<file path="src/rtl/md5_chunk_feeder.sv">
// MD5 front end: packs little-endian message words into 512-bit chunks,
// applies MD5 padding and length, and hands each chunk to the cruncher.
module md5_chunk_feeder #(
    parameter int LEN_W = 61
) (
    input  logic        clk,
    input  logic        reset_n,
    input  logic        in_valid,
    output logic        in_ready,
    input  logic [31:0] in_data,
    input  logic        in_last,
    input  logic [2:0]  in_nbytes,
    output logic        crunch_clear,
    output logic        crunch_start,
    input  logic        crunch_done,
    input  logic [3:0]  gaddr,
    output logic [31:0] mdata,
    output logic        msg_done
);

    typedef enum logic [2:0] {
        S_FILL,
        S_PAD,
        S_LEN,
        S_CRUNCH,
        S_WAIT0,
        S_WAIT
    } state_t;

    state_t             state, state_n;
    state_t             ret, ret_n;
    logic [3:0]         wptr, wptr_n;
    logic [LEN_W-1:0]   byte_cnt, cnt_n;
    logic               pad_pending, pad_n;
    logic               fin, fin_n;
    logic               first, first_n;

    logic [31:0]        mem [16];
    logic               we;
    logic               len_we;
    logic [31:0]        wdata;
    logic [31:0]        lword;
    logic [2:0]         n_eff;
    logic [63:0]        bitlen;
    logic               xfer;

    assign in_ready = (state == S_FILL) && reset_n;
    assign xfer     = in_valid && in_ready;
    assign mdata    = mem[gaddr];
    assign n_eff    = (in_nbytes > 3'd4) ? 3'd4 : in_nbytes;
    assign bitlen   = 64'({byte_cnt, 3'b000});

    // Final word: keep the valid bytes, drop the 0x80 marker right after them.
    always_comb begin
        lword = 32'h0;
        for (int k = 0; k < 4; k++) begin
            if (3'(k) < n_eff)
                lword[8*k +: 8] = in_data[8*k +: 8];
            else if (3'(k) == n_eff)
                lword[8*k +: 8] = 8'h80;
        end
    end

    // Next-state, buffer write controls and handshake pulses.
    always_comb begin
        state_n      = state;
        ret_n        = ret;
        wptr_n       = wptr;
        cnt_n        = byte_cnt;
        pad_n        = pad_pending;
        fin_n        = fin;
        first_n      = first;
        we           = 1'b0;
        len_we       = 1'b0;
        wdata        = in_data;
        crunch_clear = 1'b0;
        crunch_start = 1'b0;
        msg_done     = 1'b0;
        unique case (state)
            S_FILL: begin
                if (xfer) begin
                    if (first) begin
                        crunch_clear = 1'b1;
                        first_n      = 1'b0;
                    end
                    we     = 1'b1;
                    wptr_n = wptr + 4'd1;
                    if (!in_last) begin
                        cnt_n = byte_cnt + LEN_W'(4);
                        if (wptr == 4'd15) begin
                            ret_n   = S_FILL;
                            state_n = S_CRUNCH;
                        end
                    end else begin
                        wdata = lword;
                        cnt_n = byte_cnt + LEN_W'(n_eff);
                        pad_n = (n_eff == 3'd4);
                        if (wptr == 4'd15) begin
                            ret_n   = S_PAD;
                            state_n = S_CRUNCH;
                        end else begin
                            state_n = S_PAD;
                        end
                    end
                end
            end
            S_PAD: begin
                if (wptr == 4'd14 && !pad_pending) begin
                    state_n = S_LEN;
                end else begin
                    we     = 1'b1;
                    wdata  = pad_pending ? 32'h00000080 : 32'h0;
                    pad_n  = 1'b0;
                    wptr_n = wptr + 4'd1;
                    if (wptr == 4'd15) begin
                        ret_n   = S_PAD;
                        state_n = S_CRUNCH;
                    end
                end
            end
            S_LEN: begin
                len_we  = 1'b1;
                fin_n   = 1'b1;
                state_n = S_CRUNCH;
            end
            S_CRUNCH: begin
                crunch_start = 1'b1;
                state_n      = S_WAIT0;
            end
            S_WAIT0: begin
                state_n = S_WAIT;
            end
            S_WAIT: begin
                if (crunch_done) begin
                    wptr_n = 4'd0;
                    if (fin) begin
                        msg_done = 1'b1;
                        cnt_n    = '0;
                        fin_n    = 1'b0;
                        first_n  = 1'b1;
                        state_n  = S_FILL;
                    end else begin
                        state_n = ret;
                    end
                end
            end
            default: begin
                state_n = S_FILL;
            end
        endcase
    end

    // Control state, abandoned on reset.
    always_ff @(posedge clk or negedge reset_n) begin
        if (!reset_n) begin
            state       <= S_FILL;
            ret         <= S_FILL;
            wptr        <= 4'd0;
            byte_cnt    <= '0;
            pad_pending <= 1'b0;
            fin         <= 1'b0;
            first       <= 1'b1;
        end else begin
            state       <= state_n;
            ret         <= ret_n;
            wptr        <= wptr_n;
            byte_cnt    <= cnt_n;
            pad_pending <= pad_n;
            fin         <= fin_n;
            first       <= first_n;
        end
    end

    // Chunk buffer; the length words land together in one cycle.
    always_ff @(posedge clk) begin
        if (we)
            mem[wptr] <= wdata;
        if (len_we) begin
            mem[14] <= bitlen[31:0];
            mem[15] <= bitlen[63:32];
        end
    end

endmodule

</file>
<file path="config.mk">
export PLATFORM = sky130hd
export DESIGN_NAME = md5_chunk_feeder
export DESIGN_NICKNAME = d
export VERILOG_FILES = /design/src/rtl/md5_chunk_feeder.sv
export SDC_FILE = /design/constraint.sdc
export NUM_CORES = 1
export LEC_CHECK = 0
export CORE_ASPECT_RATIO = 1.5
export CORE_UTILIZATION = 61
export CTS_CLUSTER_DIAMETER = 200
export CTS_CLUSTER_SIZE = 12
export DETAILED_ROUTE_END_ITERATION = 10
export PLACE_DENSITY_LB_ADDON = 0.08
export SETUP_SLACK_MARGIN = 0.5
export SYNTH_ARGS = -nofsm -noshare
export SYNTH_HDL_FRONTEND = slang
export SYNTH_SLANG_ARGS = --single-unit
</file>
<file path="constraint.sdc">
create_clock -name clk -period 5.1 [get_ports clk]
set_input_delay 0.765 -clock clk [delete_from_list [all_inputs] [get_ports clk]]
set_output_delay 0.765 -clock clk [all_outputs]
set_load 0.01 [all_outputs]
</file>
==> results.py <==
metrics = {
    "clock_tree": {
        "cts.repair.resized": 0,
        "clk_pin_slew_ns": 0.07,
        "cts-hold-fix-buffers": 0,
        "cts.sinks": 586,
        "cts_buffer_depth": 3,
        "clock_tree.root_cell": "clkbuf_16",
        "cts_max_level": 2,
        "numCtsBuffers": 54,
        "postCtsSetupBuffers": 0,
        "cts_tree": "done",
        "worstSkewPairLatency_ns": 0.60,
    },
    "logic_synthesis": {
        "syn_inst": 1361,
        "ys_types": 66,
        "synth_area_mm2": 0.0245,
        "synthTopCellsByArea": "edfxtp_1, mux4_2, dfrtp_1",
        "synth_top_area_frac": 0.623,
        "synth.most_common_cell": "edfxtp_1",
        "syn_area_per_cell_um2": 18.0,
        "ys_warn_count": 0,
        "synth_nets": 1414,
        "seq_area_frac_synth": 0.701,
        "synthArstFlopShare": 0.126,
        "synth_edf_count": 509,
        "netlist_top_cells_count": "edfxtp_1, mux4_2, dfrtp_1",
        "synth-main-ff-cell": "edfxtp_1",
        "ys_ff_latch": 586,
        "synth_top_area_cell": "edfxtp_1",
    },
    "final_layout": {
        "antenna_cells": 0,
        "regArea_mm2": 0.0172,
        "nFillCells": 2468,
        "layout.nets": 1512,
        "fin_area_mm2": 0.0277,
        "multiInputGateArea_mm2": 0.00710,
        "syn2layout_area_growth_pct": 13.0,
        "drive_gt1_frac": 0.211,
    },
    "sta": {
        "timing.final.ws_setup_ns": 1.16,
        "drv_slew": 0,
        "final-hold-violation-count": 0,
        "timing.slew.headroom": 0.171,
        "min_period_ns": 3.94,
        "period_share": 0.772,
        "finalSetupViolations": 0,
        "fin_skew_ns": 0.0199,
        "rsz0062_at_grt": "false",
        "fmax_mhz": 254,
        "worst_pin_slew_ns": 1.23,
        "holdWs_ns": 0.0739,
        "tns_ns": 0,
    },
    "floorplan": {
        "start_util": 0.621,
        "die_area_mm2": 0.0411,
        "die_y_um": 248,
        "core_area_mm2": 0.0395,
        "rows": 89,
        "die_x_um": 166,
        "pin_count": 80,
    },
    "detailed_routing": {
        "drc": 6,
        "ant_nets": 0,
        "avgViaCountPerCell": 6.82,
        "drtIter0Drc": 1621,
        "routed_wl_um": 59700,
        "wl_per_cell_um": 29.8,
        "via_count": 13700,
        "drt_first_pass_iters": 10,
    },
    "critical_path": {
        "critical_path.top_delay_family": "buffers and inverters",
        "crit_type": "in -> out",
        "cpMostUsedCell": "mux4_2",
        "arrival_ns": 3.17,
        "slowest_stage": "mux4_2",
        "critPathRequiredTime_ns": 4.34,
        "slowest_delay_ns": 0.57,
        "cp.buffers_inverters": 3,
        "crit_path_end_kind": "output pin",
        "path_cells": "clkbuf_8, buf_4, mux4_2, mux4_2, clkdlybuf4s50_1",
        "startpoint_type": "input port",
        "crit_fanout": 36,
    },
    "placement": {
        "gp_congestion": 0.897,
        "pre_cts_slack_ns": 1.11,
        "placed_area_mm2": 0.0262,
        "port_buffers": 79,
        "dpl.hpwl_um": 36400,
    },
    "grt": {
        "grt_first_pass_wirelength_um": 89300,
        "antenna_found_initial": 0,
        "grtUsageTotal": 0.303,
        "grt_pass1_vias": 14000,
        "grt_remaining_overflow": 0,
        "grt_max_degree": 60,
    },
    "status": {
        "status": "complete, but fails checks",
        "failed_checks": "DRC",
    },
    "pwr": {
        "leakagePower_uw": 0.00909,
        "ir_worst_vdd_v": 0.000440,
        "power_density_mw_per_mm2": 467,
    },
    "job": {
        "max-cap-violations": 0,
    },
    "worst_hold_path": {
        "hold_class": "in -> async",
    },
}
## per-stage QoR
step                instances   util  total power [uW]
global route             2003  0.702             13400
floorplan                1361      -              8170
CTS                      2003  0.702             13000
global placement         1903  0.662              9220
detailed placement       1903  0.662              9320
finish                   2003  0.702             12900
## report_power, final
part | switching (uW) | internal (uW) | leakage [uW] | total [uW]
clock | 1680 | 2040 | 0.000748 | 3710
sequential | 282 | 6400 | 0.00569 | 6680
combinational | 1680 | 876 | 0.00266 | 2550
## per-layer routing
| layer | routed length (um) | part of all wire | vias up | GRT usage |
|---|---|---|---|---|
| li1 | - | - | 5799 | - |
| met1 | 22600 | 0.38 | 7083 | 0.398 |
| met2 | 30400 | 0.51 | 662 | 0.515 |
| met3 | 3950 | 0.066 | 126 | 0.0336 |
| met4 | 2830 | 0.047 | 0 | 0.147 |
| met5 | 0 | 0 | - | 0 |
## worst reg2reg max path, delay by kind of cell (launching register included)
kind	cells	cell delay (ns)
AO/OA/AOI/OAI	2	0.68
adder cells (fa/ha/maj)	1	0.25
buffers and inverters	2	0.54
flip-flops	1	0.41
AND/OR/NAND/NOR	3	1.17
## placed cells by master, fill, tap and decap left out, drive strengths merged, types with 4 or more instances in the layout
cell type / count
a22o: 30
nor3: 19
inv: 16
or4: 26
nand3: 29
buf: 40
and3: 7
or3: 15
nand2b: 5
nor4: 11
mux2: 26
and2: 26
a211o: 4
o21a: 8
nor2: 50
dfrtp: 73
clkdlybuf4s50: 74
nand2: 52
a21oi: 52
ha: 8
nand4: 27
mux4: 160
o31ai: 30
xor2: 14
o21ai: 28
o22ai: 4
nor2b: 13
edfxtp: 509
clkbuf: 99
## cell type report
type / instances / area share
clock buffers: 98 / 0.0558
clock inverters: 2 / 0.00117
inverters: 17 / 0.00230
multi-input cells: 685 / 0.256
flip-flops and latches: 586 / 0.620
well taps: 500 / 0.0226
repair buffers: 115 / 0.0419
## sequential cells by signal (all words and copies together), names as in the netlist
name         count
first            1
state            3
wptr             4
mem            512
ret              3
byte_cnt        61
pad_pending      1
fin              1
## cells by family (layout without fill, tap and decap cells)
group,after synthesis,count (layout),share of synthesized area
DFF,586,586,0.701
adders and majority gates,9,9,0.00489
muxes,189,189,0.160
AOI/OAI and AO/OA,177,177,0.0485
buffers and inverters,90,232,0.0143
and+or+nand+nor,293,293,0.0656
xor gates and xnor gates,17,17,0.00607
## path summary, 6_finish.rpt
kind	start	endpoint	slack (ns)	depth (start not counted)
setup / recovery	gaddr[0]	mdata[20]	1.16	5
hold / removal	reset_n	byte_cnt[16]	0.07	1
setup reg to reg	wptr[0]	mem[12][18]	1.71	8
hold reg to reg	first	first	0.49	2
max in group asynchronous	reset_n	byte_cnt[31]	3.87	2
min in group clk	first	first	0.49	2
Power figures use the tool's default switching activity.
